### config.mk
export PLATFORM = sky130hd
export DESIGN_NAME = banco_registradores_ctx
export DESIGN_NICKNAME = d
export VERILOG_FILES = /design/src/rtl/banco_registradores_ctx.sv
export SDC_FILE = /design/constraint.sdc
export NUM_CORES = 2
export LEC_CHECK = 0
export BUFFER_PORTS_ARGS = -buffer_cell sky130_fd_sc_hd__buf_2
export CAP_MARGIN = 5
export CORE_MARGIN = 2
export CORE_UTILIZATION = 35
export DETAILED_ROUTE_END_ITERATION = 10
export GPL_TIMING_DRIVEN = 1
export HOLD_SLACK_MARGIN = 0.12
export PLACE_DENSITY = 0.57
export SETUP_SLACK_MARGIN = 0.2
export SLEW_MARGIN = 20
export SYNTH_ARGS = -nofsm -noshare
export SYNTH_HDL_FRONTEND = slang
export SYNTH_SLANG_ARGS = --single-unit
export TNS_END_PERCENT = 10
### constraint.sdc
create_clock -name Clock -period 5 [get_ports Clock]
set_input_delay 0.25 -clock Clock [delete_from_list [all_inputs] [get_ports Clock]]
set_output_delay 0.25 -clock Clock [all_outputs]
set_load 0.01 [all_outputs]
### src/rtl/banco_registradores_ctx.sv
// Register bank with two read ports and one write port, a hard-wired zero register,
// a frame-pointer tap, optional write-to-read bypass, and a sequential context
// save/restore engine that copies between the main bank and a shadow bank.
module banco_registradores_ctx #(
  parameter int unsigned DATA_W   = 32,
  parameter int unsigned ADDR_W   = 5,
  parameter int unsigned ZERO_REG = 31,
  parameter int unsigned FP_REG   = 29,
  parameter int unsigned BYPASS   = 1
) (
  input  logic              Clock,
  input  logic              Reset_n,
  input  logic [ADDR_W-1:0] Reg1,
  input  logic [ADDR_W-1:0] Reg2,
  input  logic [ADDR_W-1:0] RegEscrita,
  input  logic              RegWrite,
  input  logic [DATA_W-1:0] EscreveDado,
  output logic [DATA_W-1:0] Dado1,
  output logic [DATA_W-1:0] Dado2,
  output logic [DATA_W-1:0] DadoNoRegDeEscrita,
  output logic [DATA_W-1:0] FP,
  input  logic [DATA_W-1:0] IntPC,
  input  logic              CtxSave,
  input  logic              CtxRestore,
  output logic              CtxBusy,
  output logic              CtxDone,
  output logic [DATA_W-1:0] EPC
);

  localparam int unsigned       NREGS    = 2 ** ADDR_W;
  localparam logic [ADDR_W-1:0] ZERO_IDX = ADDR_W'(ZERO_REG);
  localparam logic [ADDR_W-1:0] FP_IDX   = ADDR_W'(FP_REG);
  localparam logic [ADDR_W-1:0] LAST_IDX = ADDR_W'(NREGS - 1);

  typedef enum logic [1:0] {
    S_IDLE,
    S_SAVE,
    S_RESTORE,
    S_DONE
  } ctx_state_e;

  ctx_state_e        state_q, state_d;
  logic [ADDR_W-1:0] cnt_q, cnt_d;
  logic [DATA_W-1:0] epc_q, epc_d;
  logic              busy_q, busy_d;
  logic              done_q, done_d;

  logic [DATA_W-1:0] main_q   [NREGS];
  logic [DATA_W-1:0] shadow_q [NREGS];

  logic wr_acc;
  logic byp1;
  logic byp2;

  // Write acceptance: the zero register is never written and the bank is frozen while the engine runs.
  always_comb begin
    wr_acc = RegWrite && (RegEscrita != ZERO_IDX) && !busy_q;
    byp1   = (BYPASS != 0) && wr_acc && (RegEscrita == Reg1);
    byp2   = (BYPASS != 0) && wr_acc && (RegEscrita == Reg2);
  end

  // Context engine: next state, copy counter, EPC capture; Busy/Done are registered from the next state.
  always_comb begin
    state_d = state_q;
    cnt_d   = cnt_q;
    epc_d   = epc_q;
    case (state_q)
      S_IDLE: begin
        if (CtxSave) begin
          state_d = S_SAVE;
          epc_d   = IntPC;
          cnt_d   = '0;
        end else if (CtxRestore) begin
          state_d = S_RESTORE;
          cnt_d   = '0;
        end
      end
      S_SAVE, S_RESTORE: begin
        if (cnt_q == LAST_IDX) begin
          state_d = S_DONE;
        end else begin
          cnt_d = cnt_q + 1'b1;
        end
      end
      S_DONE:  state_d = S_IDLE;
      default: state_d = S_IDLE;
    endcase
    busy_d = (state_d == S_SAVE) || (state_d == S_RESTORE);
    done_d = (state_d == S_DONE);
  end

  // Context engine state registers.
  always_ff @(posedge Clock or negedge Reset_n) begin
    if (!Reset_n) begin
      state_q <= S_IDLE;
      cnt_q   <= '0;
      epc_q   <= '0;
      busy_q  <= 1'b0;
      done_q  <= 1'b0;
    end else begin
      state_q <= state_d;
      cnt_q   <= cnt_d;
      epc_q   <= epc_d;
      busy_q  <= busy_d;
      done_q  <= done_d;
    end
  end

  // Main and shadow banks: pipeline writes when idle, one-entry-per-cycle copies while saving/restoring.
  always_ff @(posedge Clock or negedge Reset_n) begin
    if (!Reset_n) begin
      for (int unsigned i = 0; i < NREGS; i++) begin
        main_q[i]   <= '0;
        shadow_q[i] <= '0;
      end
    end else begin
      if (wr_acc) begin
        main_q[RegEscrita] <= EscreveDado;
      end
      if (state_q == S_SAVE) begin
        shadow_q[cnt_q] <= main_q[cnt_q];
      end
      if ((state_q == S_RESTORE) && (cnt_q != ZERO_IDX)) begin
        main_q[cnt_q] <= shadow_q[cnt_q];
      end
    end
  end

  // Read ports: zero register forced to 0, optional same-cycle forwarding on the two decode ports.
  always_comb begin
    Dado1              = (Reg1 == ZERO_IDX) ? '0 : (byp1 ? EscreveDado : main_q[Reg1]);
    Dado2              = (Reg2 == ZERO_IDX) ? '0 : (byp2 ? EscreveDado : main_q[Reg2]);
    DadoNoRegDeEscrita = (RegEscrita == ZERO_IDX) ? '0 : main_q[RegEscrita];
    FP                 = (FP_IDX == ZERO_IDX) ? '0 : main_q[FP_IDX];
    CtxBusy            = busy_q;
    CtxDone            = done_q;
    EPC                = epc_q;
  end

endmodule

=== Yosys cells after proc, flatten, opt, wreduce, memory -nomap -nowiden ===
Cells that the tools add are included.

* $add $sub $neg: 1
* Order comparisons: 6
* Equality and inequality tests: 16
* Muxes and demuxes: 37
* Bitwise logic cells: 4
* Reductions and logical operators: 14

{| class="wikitable"
|+ Operator list
! cell !! number
|-
| $bwmux 1024 || 3
|-
| $mux 1024 || 2
|-
| $bmux 32 s5 || 5
|-
| $mux 32 || 17
|-
| $demux 32 s5 || 2
|-
| $ge 6x6->1 const B || 4
|-
| $not 5->6 || 4
|-
| $eq 5x5->1 const B || 4
|-
| $mux 5 || 3
|-
| $lt 6x1->1 const B || 2
|-
| $eq 5x5->1 || 2
|-
| $ne 5x5->1 const B || 2
|-
| $pmux 5 s2 || 1
|-
| $eq 2x2->1 const B || 4
|-
| $logic_and 1x1->1 || 7
|-
| $mux 2 || 3
|-
| $pmux 2 s3 || 1
|-
| $add 5x1->5 const B || 1
|-
| $eq 2x1->1 const B || 2
|-
| $ne 3x3->1 const B || 1
|-
| $reduce_and 3->1 || 1
|-
| $logic_not 2->1 || 1
|-
| $ne 2x2->1 const B || 1
|-
| $reduce_and 2->1 || 1
|-
| other kinds (4) || 4
|}

* Register bits after elaboration: 2089
* Input port bits: 84
* Output and inout port bits: 162

=== Depth between registers and ports, before layout ===
* Depth after elaboration: 9
* Depth in mapped cells: 13
* Gate-level depth less buffers: 8

=== Worst setup path after synthesis ===
No wires, ideal clock.

* Path kind: register to register
* Start point: register cnt_q[1]
* End point: register shadow_q[192] in the netlist's numbering
* Arrival: 2.517 ns
* Path slack: 2.349 ns
* Stages on the path, launching flop included: 13
* Path buffers: 7
* Clock period less this slack: 2.651 ns
* Cells stage by stage: dfrtp_1 > buf_2 > buf_2 > buf_2 > buf_2 > buf_2 > inv_1 > ha_1 > and2_1 > clkbuf_1 > nand2_1 > clkbuf_1 > o21ai_0

* Longest elaborated chain between the ends: 6

{| class="wikitable"
|+ Ends and longest elaborated chain
! what !! line !! source
|-
| start, declared || 43 || <nowiki>logic [ADDR_W-1:0] cnt_q, cnt_d;</nowiki>
|-
| start signal, assigned || 102 || <nowiki>cnt_q <= cnt_d;</nowiki>
|-
| $not 5->6 (not written as such) (*) || 121 || <nowiki>shadow_q[cnt_q] <= main_q[cnt_q];</nowiki>
|-
| $ge 6x6->1 (not written as such) or $lt 6x1->1 (tied branches) || 121 ||
|-
| $logic_and 1x1->1 (not written as such) || 121 ||
|-
| $mux 32 (not written as such) || 121 ||
|-
| $demux 32 s5 || 121 ||
|-
| $bwmux 1024 (*) || 121 ||
|-
| end signal, assigned by index || 121 ||
|-
| end, declared || 49 || <nowiki>logic [DATA_W-1:0] shadow_q [NREGS];</nowiki>
|}

Every way passes the cells marked *; elsewhere a longest branch is shown, timed or not. The select of a mux whose other input is x is not followed.
A chain may end at the register's enable or synchronous reset.

=== Final worst setup path ===
* Start point: register busy_q (netlist: CtxBusy)
* End point: output Dado1[29]

* Longest elaborated chain between the ends: 5

{| class="wikitable"
|+ Ends and longest elaborated chain
! what !! line !! source
|-
| start, declared || 45 || <nowiki>logic busy_q, busy_d;</nowiki>
|-
| start signal, assigned || 104 || <nowiki>busy_q <= busy_d;</nowiki>
|-
| $logic_not 1->1 || 57 || <nowiki>wr_acc = RegWrite && (RegEscrita != ZERO_IDX) && !busy_q;</nowiki>
|-
| $logic_and 1x1->1 || 57 ||
|-
| $logic_and 1x1->1 || 58 || <nowiki>byp1 = (BYPASS != 0) && wr_acc && (RegEscrita == Reg1);</nowiki>
|-
| $mux 32 (2 in a row) || 131 || <nowiki>Dado1 = (Reg1 == ZERO_IDX) ? '0 : (byp1 ? EscreveDado : main_q[Reg1]);</nowiki>
|-
| end, declared || 18 || <nowiki>output logic [DATA_W-1:0] Dado1,</nowiki>
|}

No other way between the ends.

==> flow_metrics.env <==
export IMPL_status="completed"
export IMPL_path_cells="nand2b_1, a21oi_1, buf_4, nand4_1, buf_4, nor2_1, a211oi_1, buf_2"
export IMPL_route_detailed_wl_per_inst_um=33.1
export IMPL_setup_violations=0
export IMPL_yosys_warnings=0
export IMPL_worstHoldPathType="in2async"
export IMPL_worst_slack_ns=0.298
export IMPL_crit_slowest_cell="a211oi_1"
export IMPL_cts_sinks=2089
export IMPL_final_layout_size_suffix_gt1_frac=0.230
export IMPL_hold_viol_final=0
export IMPL_htreeDepth=4
export IMPL_drv_slew=0
export IMPL_seq_area_frac_synth=0.421
export IMPL_worst_path_most_repeated_cell="buf_4"
export IMPL_holdWs_ns=0.176
export IMPL_grt_start_max_net_pins=169
export IMPL_dpl_cell_area_um2=131000
export IMPL_portBuffers=245
export IMPL_final_common_cell="dfrtp_1"
export IMPL_globalRouteMet3Util=0.0927
export IMPL_cts_buffers=236
export IMPL_maxClockFrequency_ghz=0.213
export IMPL_grtUsageTotal=0.290
export IMPL_mostFrequentLayoutCells="2,087 x dfrtp_1, 2,063 x nand2_1, 1,153 x mux4_2"
export IMPL_crit_fanout=36
export IMPL_die_y_um=599
export IMPL_clock_skew_ns=0.0753
export IMPL_async_flop_share=1.00
export IMPL_fin_crit_sh=0.940
export IMPL_tns_ns=0
export IMPL_worstSetupPathType="reg2out"
export IMPL_vias=101000
export IMPL_post_cts_buffers=0
export IMPL_synth_avg_cell_area_um2=10.9
export IMPL_ir_worst_vdd_v=0.000473
export IMPL_drtPass1Iterations=6
export IMPL_cts_tree="done"
export IMPL_fp_dieW_um=599
export IMPL_crit_path_start_kind="register"
export IMPL_hpwl_mm=305
export IMPL_synthesis_nets=11500
export IMPL_cts_clk_slew_worst_paths_ns=0.07
export IMPL_drt_iter0_markers=13800
export IMPL_grt_use_met1=0.381
export IMPL_cts_root_buf="clkbuf_16"
export IMPL_grt_most_used_layer="met2"
export IMPL_globalRouteMet2Util=0.420
export IMPL_routed_wl_mm=527
export IMPL_post_synth_instance_area_um2=124000
export IMPL_area_growth_pct=12.6
export IMPL_drv_cap=0
export IMPL_viasPerCell=6.35
export IMPL_ys_types=54
export IMPL_overflow=0
export IMPL_final_cell_area_um2=140000
export IMPL_dp_slack_ns=0.984
export IMPL_utilization=0.396
export IMPL_clock_latency_ns=0.94
export IMPL_min_period_ns=4.70
export IMPL_arrival_ns=4.45
export IMPL_finalNetCount=11100
export IMPL_route_detailed_drc=0
export IMPL_rows=218
export IMPL_grt_pass1_wl_mm=747
export IMPL_yosys_most_used_dff="dfrtp_1"
export IMPL_maxSlewHeadroom=0.127
export IMPL_synth_edf_count=0
export IMPL_netlist_instances=11400
export IMPL_slowest_delay_ns=0.99
export IMPL_design_die_area_um2=359000
export IMPL_ys_ff_latch=2089
export IMPL_cp_required_ns=4.75
export IMPL_pwr_density_cell_nw_per_um2=503
export IMPL_cp_top_family="compound AO/OA/AOI/OAI gates"
export IMPL_cp_end_kind="output port"
export IMPL_initial_core_util=0.352
export IMPL_p_leak_nw=54.9
export IMPL_grt_pass1_vias=97200
export IMPL_worst_pin_slew_ns=1.30
export IMPL_coreArea_um2=353000
export IMPL_cts_buffer_depth=4
export IMPL_io_pins=246
export IMPL_gp_congestion=0.925
export IMPL_rsz0062_at_grt="false"
export IMPL_antenna_left=0
export IMPL_grt_antenna_before_repair=29
export IMPL_cp_buffers_inverters=3
Yosys cell counts, drive strengths merged, types with 3 or more instances:
cell type | n | area, um^2
mux4 | 1153 | 26000
or2 | 4 | 25.0
inv | 10 | 37.5
dfrtp | 2089 | 52300
o22a | 31 | 272
nand4 | 35 | 219
and4 | 34 | 298
o22ai | 155 | 970
o21ba | 31 | 310
a21oi | 61 | 305
o21ai | 2055 | 10300
a22oi | 353 | 2650
clkbuf | 905 | 3400
o221ai | 31 | 272
ha | 9 | 113
mux2 | 251 | 2830
o211ai | 34 | 255
a31oi | 32 | 200
or3b | 4 | 35.0
and2 | 6 | 37.5
a211oi | 32 | 240
nand4b | 3 | 26.3
and3 | 14 | 87.6
a32oi | 9 | 78.8
or4 | 31 | 233
nand3 | 12 | 60.1
and3b | 6 | 52.6
nor2b | 6 | 37.5
nor3 | 74 | 370
a22o | 35 | 307
nor2 | 211 | 792
xor2 | 6 | 52.6
nand2 | 2120 | 7960
nor3b | 21 | 158
xnor2 | 4 | 35.0
buf | 422 | 2140
mux2i | 1026 | 10300
nand3b | 9 | 67.6
a221oi | 35 | 307
nand2b | 5 | 31.3
where the power goes:
part	switching, mW	internal (mW)	total (mW)
Sequential	3.55	20.5	24.1
Clock	7.65	10.5	18.2
Combinational	17.5	10.5	28.0
final timing paths:
| check | start | end | slack, ns | cells after the start |
|---|---|---|---|---|
| worst max-delay path | CtxBusy | Dado1[29] | 0.30 | 8 |
| worst min-delay path | Reset_n | shadow_q[759] | 0.18 | 3 |
| worst max register to register | cnt_q[1] | shadow_q[228] | 0.90 | 7 |
| worst min register to register | shadow_q[143] | shadow_q[143] | 0.47 | 2 |
| max in group asynchronous | Reset_n | main_q[215] | 3.71 | 4 |
| min in group Clock | RegEscrita[4] | main_q[905] | 0.18 | 5 |
worst register-to-register path, cell delays in order, from the launching register on:
cell	delay, ns
dfrtp_4	0.87
buf_4	0.81
buf_4	0.70
mux4_2	0.41
a22oi_1	0.24
and4_1	0.43
buf_4	0.36
o21ai_0	0.15
flip-flops by register name, indices dropped and copies added (netlist names):
name and cells:
cnt_q 5, state_q 2, main_q 992, CtxDone 1
EPC 32, CtxBusy 1, FP 32, shadow_q 1024
cell type report:
cell class,instances,area (um^2)
flip-flops and latches,2089,52300
well taps,4730,5920
diodes,32,80.1
fillers,33900,213000
clock inverters,81,922
clock buffers,341,6950
repair buffers,712,6310
multi-input cells,7946,67200
inverters,10,37.5
layer usage:
layer	share of wire	vias to the layer above
li1	-	41400
met1	0.38	51200
met2	0.43	6820
met3	0.12	1734
met4	0.068	14
met5	0.00027	-
per-stage QoR:
step                      instances  power (mW)
after global routing          15900        73.1
after floorplan               11400        41.6
after CTS                     15900        69.9
after global placement        15400        51.5
after detailed placement      15400        51.8
final                         15900        70.3
repair_timing:
item,CTS,global route
resized for setup,0,0
hold endpoints to repair,2282,0
hold buffers,98,0
cell families (layout without fill, tap and decap cells):
kind of cell	count (synthesis)	in the layout	synth area share
AOI/OAI and AO/OA	2900	2900	0.133
xor gates and xnor gates	10	10	0.000706
adders and majority gates	9	9	0.000907
buffers and inverters	1337	1144	0.0449
DFF	2089	2089	0.421
muxes	2430	2430	0.315
other	0	32	0
and+or+nand+nor	2597	2597	0.0846
(Power assumes the default switching activity.)
